**config.mk**
```make
export PLATFORM = sky130hd
export DESIGN_NAME = parity4_rx
export DESIGN_NICKNAME = d
export VERILOG_FILES = /design/src/rtl/parity4_pkg.sv /design/src/rtl/sync2.sv /design/src/rtl/parity4_rx.sv
export SDC_FILE = /design/constraint.sdc
export NUM_CORES = 1
export LEC_CHECK = 0
export ABC_CLOCK_PERIOD_IN_PS = 2500
export BUFFER_PORTS_ARGS = -buffer_cell sky130_fd_sc_hd__buf_4
export CORE_ASPECT_RATIO = 1.5
export CORE_UTILIZATION = 35
export CTS_BUF_LIST = sky130_fd_sc_hd__clkbuf_2
export DETAILED_ROUTE_END_ITERATION = 7
export PLACE_DENSITY = 0.52
export SLEW_MARGIN = 25
export SYNTH_ARGS = -nofsm -noshare
export SYNTH_HDL_FRONTEND = slang
export SYNTH_HIERARCHICAL = 1
export SYNTH_SLANG_ARGS = --single-unit
```
**constraint.sdc**
```tcl
create_clock -name clk -period 2.5 [get_ports clk]
set_clock_uncertainty 0.05 [all_clocks]
set_input_delay 0 -clock clk [delete_from_list [all_inputs] [get_ports clk]]
set_output_delay 0 -clock clk [all_outputs]
set_load 0.05 [all_outputs]
```
**src/rtl/parity4_pkg.sv**
```systemverilog
// Shared definitions for the parity4 generator/receiver pair.
package parity4_pkg;

  localparam int unsigned DATA_BITS  = 4;
  localparam int unsigned FRAME_BITS = 7;  // start + data + parity + stop

  typedef enum logic [2:0] {
    StIdle,
    StStart,
    StData,
    StParity,
    StStop
  } state_e;

  // Parity bit a transmitter would send for this nibble.
  function automatic logic calc_parity(input logic [DATA_BITS-1:0] nibble, input logic even);
    return even ? (^nibble) : ~(^nibble);
  endfunction

endpackage

```
**src/rtl/sync2.sv**
```systemverilog
// Generic two-flop synchroniser; resets to 1 so an idle-high line shows no edge.
module sync2 (
  input  logic clk,
  input  logic rst,
  input  logic d,
  output logic q
);

  logic meta_q;
  logic sync_q;

  // Two-stage capture of the asynchronous input
  always_ff @(posedge clk) begin
    if (rst) begin
      meta_q <= 1'b1;
      sync_q <= 1'b1;
    end else begin
      meta_q <= d;
      sync_q <= meta_q;
    end
  end

  assign q = sync_q;

endmodule

```
**src/rtl/parity4_rx.sv**
```systemverilog
// Serial receiver for 4-bit parity-protected frames with sticky error LED.
module parity4_rx
  import parity4_pkg::*;
#(
  parameter int unsigned CLKS_PER_BIT = 16,
  parameter int unsigned EVEN_PARITY  = 1
) (
  input  logic       clk,
  input  logic       rst,
  input  logic       din,
  input  logic       err_clr,
  output logic [3:0] data,
  output logic       valid,
  output logic       parity_err,
  output logic       frame_err,
  output logic       led
);

  localparam int unsigned TimerW = $clog2(CLKS_PER_BIT);
  localparam logic [TimerW-1:0] HalfLoad = TimerW'(CLKS_PER_BIT / 2 - 1);
  localparam logic [TimerW-1:0] FullLoad = TimerW'(CLKS_PER_BIT - 1);
  localparam logic EvenPar = (EVEN_PARITY != 0);

  logic din_s;
  logic din_prev_q;
  logic fall;
  logic tick;

  state_e state_q, state_d;
  logic [TimerW-1:0]    timer_q, timer_d;
  logic [1:0]           idx_q, idx_d;
  logic [DATA_BITS-1:0] shreg_q, shreg_d;
  logic                 pbit_q, pbit_d;

  logic                 frame_done;
  logic                 perr_new;
  logic                 ferr_new;

  logic [DATA_BITS-1:0] data_q;
  logic                 valid_q;
  logic                 parity_err_q;
  logic                 frame_err_q;
  logic                 led_q;

  sync2 u_sync (
    .clk (clk),
    .rst (rst),
    .d   (din),
    .q   (din_s)
  );

  // Edge detect needs a high-to-low transition, so a line stuck low after a
  // framing error cannot re-arm until it has returned high.
  assign fall = din_prev_q & ~din_s;
  assign tick = (timer_q == '0);

  // State register, bit timer and deserialiser storage
  always_ff @(posedge clk) begin
    if (rst) begin
      state_q    <= StIdle;
      timer_q    <= '0;
      idx_q      <= '0;
      shreg_q    <= '0;
      pbit_q     <= 1'b0;
      din_prev_q <= 1'b1;
    end else begin
      state_q    <= state_d;
      timer_q    <= timer_d;
      idx_q      <= idx_d;
      shreg_q    <= shreg_d;
      pbit_q     <= pbit_d;
      din_prev_q <= din_s;
    end
  end

  // Next-state: timer reloads on every expiry, so it never wraps
  always_comb begin
    state_d = state_q;
    timer_d = tick ? timer_q : timer_q - 1'b1;
    idx_d   = idx_q;
    shreg_d = shreg_q;
    pbit_d  = pbit_q;
    unique case (state_q)
      StIdle: begin
        if (fall) begin
          timer_d = HalfLoad;
          state_d = StStart;
        end
      end
      StStart: begin
        if (tick) begin
          if (!din_s) begin
            idx_d   = '0;
            timer_d = FullLoad;
            state_d = StData;
          end else begin
            state_d = StIdle;
          end
        end
      end
      StData: begin
        if (tick) begin
          shreg_d[idx_q] = din_s;
          timer_d        = FullLoad;
          if (idx_q == 2'(DATA_BITS - 1)) begin
            state_d = StParity;
          end else begin
            idx_d = idx_q + 1'b1;
          end
        end
      end
      StParity: begin
        if (tick) begin
          pbit_d  = din_s;
          timer_d = FullLoad;
          state_d = StStop;
        end
      end
      StStop: begin
        if (tick) begin
          state_d = StIdle;
        end
      end
      default: state_d = StIdle;
    endcase
  end

  // Frame completion and error evaluation at the stop-bit sample
  always_comb begin
    frame_done = (state_q == StStop) && tick;
    perr_new   = calc_parity(shreg_q, EvenPar) ^ pbit_q;
    ferr_new   = ~din_s;
  end

  // Result registers and sticky LED; a setting event beats err_clr
  always_ff @(posedge clk) begin
    if (rst) begin
      data_q       <= '0;
      valid_q      <= 1'b0;
      parity_err_q <= 1'b0;
      frame_err_q  <= 1'b0;
      led_q        <= 1'b0;
    end else begin
      valid_q <= frame_done;
      if (frame_done) begin
        data_q       <= shreg_q;
        parity_err_q <= perr_new;
        frame_err_q  <= ferr_new;
      end
      if (frame_done && (perr_new || ferr_new)) begin
        led_q <= 1'b1;
      end else if (err_clr) begin
        led_q <= 1'b0;
      end
    end
  end

  assign data       = data_q;
  assign valid      = valid_q;
  assign parity_err = parity_err_q;
  assign frame_err  = frame_err_q;
  assign led        = led_q;

endmodule

```
# Word-level counts from Yosys, hierarchy flattened
# Index checks and enable logic that the tools add are counted.
# Widths: inputs -> output; s select.
# word_totals
out_inout_bits	8
romBits	0
regBits	25
ram_bits	0
latchBits	0
n_memories	0
# op_classes
div	0
multipliers	0
eq_ne	13
muxes	24
n_reduce_logical	14
n_lt_le_gt_ge	2
n_addsub	2
bitwise_logic	3
shifts	0
# op_table
cell	count
$mux 4	5
$mux 3	6
$ne 2x2->1 const B	8
$pmux 3 s5	1
$pmux 4 s3	1
$mux 2	5
$eq 3x2->1 const B	2
$reduce_and 6->1	1
$reduce_and 5->1	1
$bwmux 4	1
$logic_not 4->1	1
$pmux 2 s2	1
$reduce_and 2->1	2
$reduce_bool 2->1	2
$reduce_xor 4->1	1
$sub 4x1->4 const B	1
$eq 3x1->1 const B	1
$eq 3x3->1 const B	1
$logic_and 1x1->1	3
$logic_not 3->1	1
$lt 2x3->1 const B	1
$mux 1	3
$add 2x1->2 const B	1
$demux 1 s2	1
7 further kinds	7

# Depth between registers and ports, before layout
# Gate-level depths: netlist of run 1.
# depth
ltp_word	5
ltp_mapped	9

# By module
# Netlist of run 1, hierarchy kept.
# by_module_without_submodules
mod	area_each_um2	instances	seq_area_each_um2	cells_each
parity4_rx	1154.9	1	460.4	126
sync2	52.6	1	40.0	4

# Worst setup path before layout of run 1
# OpenSTA, ideal clock, no wires.
# synth_path
path_kind	register to register
from	reg timer_q[0]
to	reg timer_q[0]
setup_slack_ns	0.684
period_less_slack_ns	1.816
path_stages_with_launch	10
setup_ns	0.103
t_arrival_ns	1.663
cell_sequence	dfxtp_1 -> inv_1 -> ha_1 -> nor3b_4 -> inv_2 -> ha_1 -> nor2_1 -> a32oi_1 -> nor3_1 -> a2111oi_2
# synth_between
elab_chain_len	5
elab_cells_between_ends	8
cone_classes	1 x add/sub; 6 x mux; 1 x reduce/logical
# synth_rtl
item	line	source
start: declaration	parity4_rx.sv:30	logic [TimerW-1:0] timer_q, timer_d;
start signal: assignment	parity4_rx.sv:68	timer_q <= timer_d;
$sub 4x1->4 / $logic_not 4->1 (equally long branches)	parity4_rx.sv:79, parity4_rx.sv:55	
$mux 4	parity4_rx.sv:79	timer_d = tick ? timer_q : timer_q - 1'b1;
$mux 4	parity4_rx.sv:92	if (!din_s) begin
$mux 4	parity4_rx.sv:91	if (tick) begin
$pmux 4 s3 *	parity4_rx.sv:83	unique case (state_q)
# Every way passes the cells marked *; elsewhere a longest branch is shown, timed or not.
# A chain may end at the register's enable or synchronous reset.

# Worst setup path in the final report of run 1
# layout_path
from	reg timer_q[0]
to	reg led_q (netlist: led)
# layout_between
elab_chain_len	4
elab_cells_between_ends	5
cone_classes	1 x mux; 4 x reduce/logical
# layout_rtl
item	line	source
$logic_not 4->1 *	parity4_rx.sv:55	assign tick = (timer_q == '0);
$logic_and 1x1->1 *	parity4_rx.sv:130	frame_done = (state_q == StStop) && tick;
$logic_and 1x1->1 *	parity4_rx.sv:150	if (frame_done && (perr_new || ferr_new)) begin
$mux 1 / $reduce_bool 2->1 (equally long branches)	n/a	
end signal: assignment	parity4_rx.sv:142	led_q <= 1'b0;
end signal: assignment	parity4_rx.sv:151	led_q <= 1'b1;
end signal: assignment	parity4_rx.sv:153	led_q <= 1'b0;
end: declaration	parity4_rx.sv:43	logic led_q;
# Marked as above.

==> results_dict.tcl, run 1 <==
set metrics [dict create \
    synth_area_leader_cell "dfxtp_1" \
    drive_above_1_share_pct 16.08 \
    grt_pass1_wl_um 4084 \
    root_buffer "clkbuf_2" \
    cts-resized-gates 0 \
    maxSlewViolCount 0 \
    path_clk_slew_ns 0.21 \
    io_pins 12 \
    initial_utilization_pct 37.48 \
    leakage_uw 0.0006059 \
    r2r_cells 7 \
    clockBufferDepth 2 \
    avgSynthCellArea_um2 9.288 \
    rsz0062_at_grt "no" \
    holdPathStages 3 \
    track_usage_pct 14.57 \
    slew_headroom_pct 68.11 \
    path_class "flip-flop to flip-flop" \
    reg2reg_slack_ns 0.22 \
    synth_area_leaders "dfxtp_1, mux2i_1, ha_1" \
    synthFlopType "dfxtp_1" \
    required_ns 2.74 \
    max_freq_mhz 439.0 \
    tightestPinTransition_ns 0.4777 \
    numPortBuffers 11 \
    ir_drop_mv 0.4583 \
    powerDensity_nw_per_um2 712.8 \
    fp-row-count 25 \
    postCtsSetupRepairBufs 0 \
    gp_congestion 0.7943 \
    drc 0 \
    syn_inst 130 \
    ys_ff_latch 25 \
    yosysSeqAreaShare_pct 41.45 \
    setup_viol 0 \
    vias_per_cell 5.087 \
    setup-tns-final_ns 0 \
    ctsHoldBuffers 4 \
    clock_latency_ns 0.33 \
    first_iter_violations 30 \
    avgRoutedWirePerCell_um 12.92 \
    status "completed" \
    min_period_ns 2.278 \
    fillerInstances 329 \
    cts_tree "yes" \
    antenna_left 0 \
    die_y_um 73.94 \
    fin_nets 154 \
    grt_pass1_vias 944 \
    period_share_pct 91.11 \
    multiInputGateArea_um2 645.6 \
    startpoint_type "flip-flop" \
    synth_common_cells "dfxtp_1, nor2_1, mux2i_1" \
    ys_warn_count 6 \
    dr.pass1.iters 4 \
    htree_levels 1 \
    arrival_ns 2.52 \
    syn_nets 140 \
    antenna_cells 0 \
    cts_num_sinks 25 \
    timing.rr.start "timer_q[0]$_SDFF_PP0_" \
    regArea_um2 500.5 \
    min-delay-start "din" \
    dieArea_um2 3693 \
    cap_violations 0 \
    synth.distinct_cells 37 \
    ys_async_sr_fraction_pct 0 \
    grt_start_max_net_pins 26 \
    core_area_um2 3222 \
    antenna_found_initial 0 \
    final_hold_viol_count 0 \
    post-synth-top-count-cell "dfxtp_1" \
    cts_buffers 3 \
    synth_top_area_share_pct 41.45 \
    syn-cell-area_um2 1207 \
    die_w_um 49.96 \
    synth_enable_flop_cells 0 \
    globalRoute.totalOverflow 0 \
    hpwlAfterDp_um 1621 \
    drt_wl_total_um 2365 \
    area_growth_pct 13.99 \
    hold_ws_ns 0.3281 \
    crit_fanout 14 \
    crit_start "timer_q[0]$_SDFF_PP0_" \
    vias 931 \
    hold_class "input port to flip-flop" \
    setup.worst_path.end_class "flip-flop" \
]
==> flip-flops by register name, indices dropped and copies added, names as in the netlist <==
signal and cells:
pbit_q 1, din_prev_q 1, u_sync/q 1, shreg_q 4
timer_q 4, data 4, state_q 3, u_sync/meta_q 1
idx_q 2, led 1, frame_err 1, valid 1
parity_err 1
==> worst paths after layout <==
check                                                end
worst max-delay path                    led$_SDFFE_PP0P_
worst min-delay path            u_sync/meta_q$_SDFF_PP1_
worst max register to register          led$_SDFFE_PP0P_
worst min register to register       u_sync/q$_SDFF_PP1_
==> worst max-delay path, stage by stage (launching register included) <==
cell and delay (ns):
dfxtp_1 0.39, inv_1 0.06, ha_1 0.18, nor3b_4 0.22, buf_4 0.24, nand3_2 0.25, a211oi_1 0.28, dlygate4sd3_1 0.57
==> cells in the final DEF (no fill, tap or decap), types with 2 or more instances in the layout <==
master,Yosys,routed
xor2_1,2,2
a31oi_1,2,2
inv_1,7,7
a21oi_1,8,8
nand2_1,7,7
o211ai_1,2,2
nand3_1,6,6
dlygate4sd3_1,0,4
nor3b_1,2,2
nor2_1,16,16
nor2b_1,2,2
clkbuf_2,0,4
nand2b_1,3,3
dfxtp_1,25,25
or2_0,2,2
or2_1,2,2
mux2i_1,11,11
ha_1,6,6
nor3_1,2,2
buf_4,0,12
==> kinds of logic (layout without fill, tap and decap cells) <==
kind of cell             count (synthesis)  after routing  share of synthesized area (%)
buffers and inverters                   15             28                          5.078
flip-flops                              25             25                          41.45
AND/OR/NAND/NOR                         48             48                          21.56
multiplexers                            11             11                          9.120
XOR/XNOR                                 4              4                          4.042
AO/OA/AOI/OAI                           21             21                          12.54
adder cells (fa/ha/maj)                  6              6                          6.217
==> layer usage <==
metal / routed length, um / global-route usage (%) / up-vias
met5: 0 / 0 / -
met4: 24 / 7.937 / 0
met3: 33 / 1.227 / 2
met2: 1279 / 26.88 / 6
met1: 1028 / 16.43 / 447
li1: - / - / 476
==> per-stage QoR <==
step           power [uW]  util, %  cells  setup WS (ns)  area (um2)
2_1_floorplan       749.4        -    130         0.6840        1207
3_3_place_gp        810.1    40.85    175         0.7164        1316
3_5_place_dp        831.6    40.85    175         0.6054        1316
4_1_cts             997.3    42.72    183         0.2179        1376
5_1_grt              1062    42.72    183        0.06204        1376
6_report            981.1    42.72    183         0.2221        1376
==> where the power goes <==
part	internal [uW]	switching (uW)	total (uW)	leakage, uW
Sequential	430	35.9	466	0.000203
Combinational	157	201	358	0.000386
Clock	42.3	115	158	0.0000166
==> cell type report <==
type	count	share of cell area, %
clock buffers	4	1.455
inverters	8	2.182
multi-input cells	90	46.91
flip-flops and latches	25	36.36
well taps	40	3.636
repair buffers	16	9.455
No activity file was read; power rests on OpenSTA's default activity.
==> inputs of run 2 (changes only) <==
CORE_UTILIZATION = 50   (was 35)
PLACE_DENSITY = 0.69   (was 0.52)
==> results_dict.tcl, run 2 (synthesized netlist as in run 1, its figures left out) <==
set metrics [dict create \
    fillerInstances 195 \
    status "completed" \
    track_usage_pct 19.35 \
    hold_class "flip-flop to flip-flop" \
    power_uw 978.4 \
    grt_pass1_vias 975 \
    grt_start_max_net_pins 26 \
    final_cells 167 \
    path_clk_slew_ns 0.22 \
    maxSlewViolCount 0 \
    antenna_left 0 \
    crit_fanout 14 \
    startpoint_type "flip-flop" \
    leakage_uw 0.0006084 \
    path_class "flip-flop to flip-flop" \
    setup-tns-final_ns 0 \
    whs_endpoint "u_sync/q$_SDFF_PP1_" \
    numPlacedInstances 158 \
    fin_nets 155 \
    cts_buffers 3 \
    clock_latency_ns 0.33 \
    period_share_pct 90.79 \
    min_period_ns 2.270 \
    cts_num_sinks 25 \
    numPortBuffers 11 \
    final_hold_viol_count 0 \
    root_buffer "clkbuf_2" \
    stdcell_area_um2 1365 \
    area_growth_pct 13.06 \
    holdPathStages 1 \
    mostFrequentLayoutCells "dfxtp_1, nor2_1, buf_4" \
    ir_drop_mv 0.4626 \
    layout_commonest_cell "dfxtp_1" \
    drt_wl_total_um 2206 \
    core_area_um2 2260 \
    arrival_ns 2.51 \
    setup_viol 0 \
    reg2reg_slack_ns 0.23 \
    fp-row-count 21 \
    io_pins 12 \
    drive_above_1_share_pct 15.97 \
    dr.pass1.iters 4 \
    tightestPinTransition_ns 0.4550 \
    cts-resized-gates 0 \
    setup.worst_path.end_class "flip-flop" \
    htree_levels 1 \
    timing.rr.start "timer_q[1]$_SDFF_PP0_" \
    die_y_um 62.19 \
    globalRoute.totalOverflow 0 \
    min-delay-start "u_sync/meta_q$_SDFF_PP1_" \
    vias_per_cell 5.575 \
    post_dp_cell_area_um2 1295 \
    worst_r2r_endpoint "led$_SDFFE_PP0P_" \
    initial_utilization_pct 53.43 \
    max_freq_mhz 440.6 \
    gp_congestion 0.7778 \
    slew_headroom_pct 69.62 \
    antenna_found_initial 0 \
    grt_pass1_wl_um 4084 \
    r2r_cells 7 \
    avgRoutedWirePerCell_um 13.21 \
    required_ns 2.74 \
    first_iter_violations 19 \
    hpwlAfterDp_um 1547 \
    dieArea_um2 2620 \
    cts_tree "yes" \
    clockBufferDepth 2 \
    vias 931 \
    rsz0062_at_grt "no" \
    powerDensity_nw_per_um2 716.7 \
    drc 0 \
    die_w_um 42.13 \
    cap_violations 0 \
    antenna_cells 0 \
]
[run 2: timing repair]
item                                   CTS  global route
hold buffers                             5             0
endpoints found under the hold margin   23             0
buffers inserted                         0             0
[run 2: critical path: stages (launching register included)]
cell           delay (ns)
dfxtp_1              0.37
inv_1                0.08
ha_1                 0.18
nor3b_4              0.22
buf_4                0.24
nand3_2              0.25
a211oi_1             0.27
dlygate4sd3_1        0.57
[run 2: per-stage QoR]
stage / utilization (%) / worst slack (ns) / hold WS (ns)
floorplan: - / 0.6840 / 0.02980
global placement: 57.31 / 0.7162 / 0.1315
detailed placement: 57.31 / 0.5864 / 0.1410
CTS: 60.41 / 0.2134 / 0.4141
global route: 60.41 / 0.009419 / 0.4305
finish: 60.41 / 0.2302 / 0.4046
[run 2: routing by layer]
layer | vias up | global-route usage [%] | share of wire (%)
met1 | 438 | 22.65 | 43
met5 | - | 0 | 0
met3 | 2 | 2.035 | 2.0
met2 | 14 | 34.18 | 54
met4 | 0 | 9.375 | 0.95
li1 | 477 | - | -
[run 2: layout make-up]
type,instances,area (um2),area share (%)
Multi-Input combinational cell,90,645.6,47.30
Sequential cell,25,500.5,36.66
Timing Repair Buffer,17,140.1,10.27
Inverter,8,30.03,2.200
Tap cell,23,28.78,2.108
Clock buffer,3,15.01,1.100
Clock inverter,1,5.005,0.3666
[run 2: worst max-delay path by stage]
stage / startpoint / end / slack [ns] / cells past startpoint
floorplan: timer_q[0]$_SDFF_PP0_ / timer_q[0]$_SDFF_PP0_ / 0.68 / 9
global placement: timer_q[0]$_SDFF_PP0_ / timer_q[0]$_SDFF_PP0_ / 0.72 / 9
detailed placement: timer_q[0]$_SDFF_PP0_ / timer_q[0]$_SDFF_PP0_ / 0.59 / 9
CTS: timer_q[0]$_SDFF_PP0_ / led$_SDFFE_PP0P_ / 0.21 / 7
global route: timer_q[1]$_SDFF_PP0_ / led$_SDFFE_PP0P_ / 0.009 / 7
finish: timer_q[1]$_SDFF_PP0_ / led$_SDFFE_PP0P_ / 0.23 / 7
[run 2: power by group]
group	internal [uW]	switching (uW)
registers	430	36.7
clock network	36.3	115
logic	158	203
total	624	354
==> inputs of run 3 (changes only) <==
REMOVE_ABC_BUFFERS = 1   (was unset)
==> results_dict.tcl, run 3 (synthesized netlist as in run 1, its figures left out) <==
set metrics [dict create \
    status "completed" \
    layout_commonest_cell "dfxtp_1" \
    multiInputGateArea_um2 645.6 \
    hold_ws_ns 0.3906 \
    ctsHoldBuffers 5 \
    powerDensity_nw_per_um2 720.0 \
    track_usage_pct 18.15 \
    clockBufferDepth 2 \
    ir_drop_mv 0.3809 \
    gp_congestion 0.7454 \
    htree_levels 1 \
    crit_fanout 14 \
    cts_buffers 3 \
    final_hold_viol_count 0 \
    utilization_pct 60.52 \
    tightestPinTransition_ns 0.4754 \
    mostFrequentLayoutCells "dfxtp_1, nor2_1, buf_4" \
    setup-tns-final_ns 0 \
    dieArea_um2 2620 \
    drive_above_1_share_pct 15.97 \
    area_growth_pct 13.26 \
    vias_per_cell 5.545 \
    slew_headroom_pct 68.26 \
    period_share_pct 90.17 \
    clock_latency_ns 0.36 \
    path_class "flip-flop to flip-flop" \
    vias 926 \
    required_ns 2.78 \
    cap_violations 0 \
    leakage_uw 0.0006046 \
    path_clk_slew_ns 0.25 \
    max_freq_mhz 443.6 \
    die_w_um 42.13 \
    setup_viol 0 \
    postCtsSetupRepairBufs 0 \
    maxSlewViolCount 0 \
    grt_pass1_wl_um 3822 \
    core_area_um2 2260 \
    fillerInstances 199 \
    regArea_um2 500.5 \
    numPortBuffers 11 \
    root_buffer "clkbuf_2" \
    antenna_found_initial 0 \
    grt_pass1_vias 945 \
    startpoint_type "flip-flop" \
    drt_wl_total_um 2202 \
    initial_utilization_pct 53.43 \
    die_y_um 62.19 \
    grt_start_max_net_pins 26 \
    hold_class "flip-flop to flip-flop" \
    first_iter_violations 19 \
    rsz0062_at_grt "no" \
    cts_num_sinks 25 \
    min_period_ns 2.254 \
    drc 0 \
    antenna_left 0 \
    cts-resized-gates 0 \
    cts_tree "yes" \
    antenna_cells 0 \
    avgRoutedWirePerCell_um 13.19 \
    fp-row-count 21 \
    arrival_ns 2.53 \
    globalRoute.totalOverflow 0 \
    setup.worst_path.end_class "flip-flop" \
    fin_nets 155 \
    dr.pass1.iters 4 \
    hpwlAfterDp_um 1564 \
    io_pins 12 \
]
## run 3: cell types whose count changed in the layout (fill, tap and decap cells not counted)
| cell | change |
|---|---|
| clkinvlp_4 | +1 |
| clkinv_2 | -1 |
## run 3: power breakdown
group	switching, uW	total, uW	leakage, uW	internal, uW
Combinational	197	354	0.000389	157
Clock	126	163	0.0000126	37.1
Sequential	37.0	467	0.000203	430
## run 3: per-layer routing
layer / share of wire [%] / vias up / track usage, %
met2: 54 / 12 / 35.55
met5: 0 / - / 0
met1: 42 / 433 / 18.89
met4: 1.7 / 0 / 6.641
met3: 1.8 / 5 / 2.035
li1: - / 476 / -
## run 3: stage by stage
step,setup WS [ns],total power (uW),area [um2],instances
5_1_grt,0.04127,1044,1368,167
6_report,0.2458,984.7,1368,167
3_3_place_gp,0.7105,809.4,1295,158
3_5_place_dp,0.5739,824.4,1295,158
4_1_cts,0.2378,990.4,1368,167
2_1_floorplan,0.4609,734.3,1176,123
## run 3: critical path: stages, from the launching register on
cell           delay (ns)
dfxtp_1              0.40
inv_1                0.07
ha_1                 0.18
nor3b_4              0.22
buf_4                0.23
nand3_2              0.25
a211oi_1             0.26
dlygate4sd3_1        0.57
## run 3: final cells by class
cell class                      count  share of cell area (%)
Clock buffer                        3                   1.098
Clock inverter                      1                  0.5489
Inverter                            8                   2.196
Multi-Input combinational cell     90                   47.21
Sequential cell                    25                   36.60
Tap cell                           23                   2.104
Timing Repair Buffer               17                   10.25
## run 3: worst paths after layout
| kind | startpoint | endpoint | slack [ns] | depth (start not counted) |
|---|---|---|---|---|
| worst max-delay path | timer_q[0]$_SDFF_PP0_ | led$_SDFFE_PP0P_ | 0.25 | 7 |
| worst min-delay path | u_sync/meta_q$_SDFF_PP1_ | u_sync/q$_SDFF_PP1_ | 0.39 | 1 |
| worst max register to register | timer_q[0]$_SDFF_PP0_ | led$_SDFFE_PP0P_ | 0.25 | 7 |
| worst min register to register | u_sync/meta_q$_SDFF_PP1_ | u_sync/q$_SDFF_PP1_ | 0.39 | 1 |
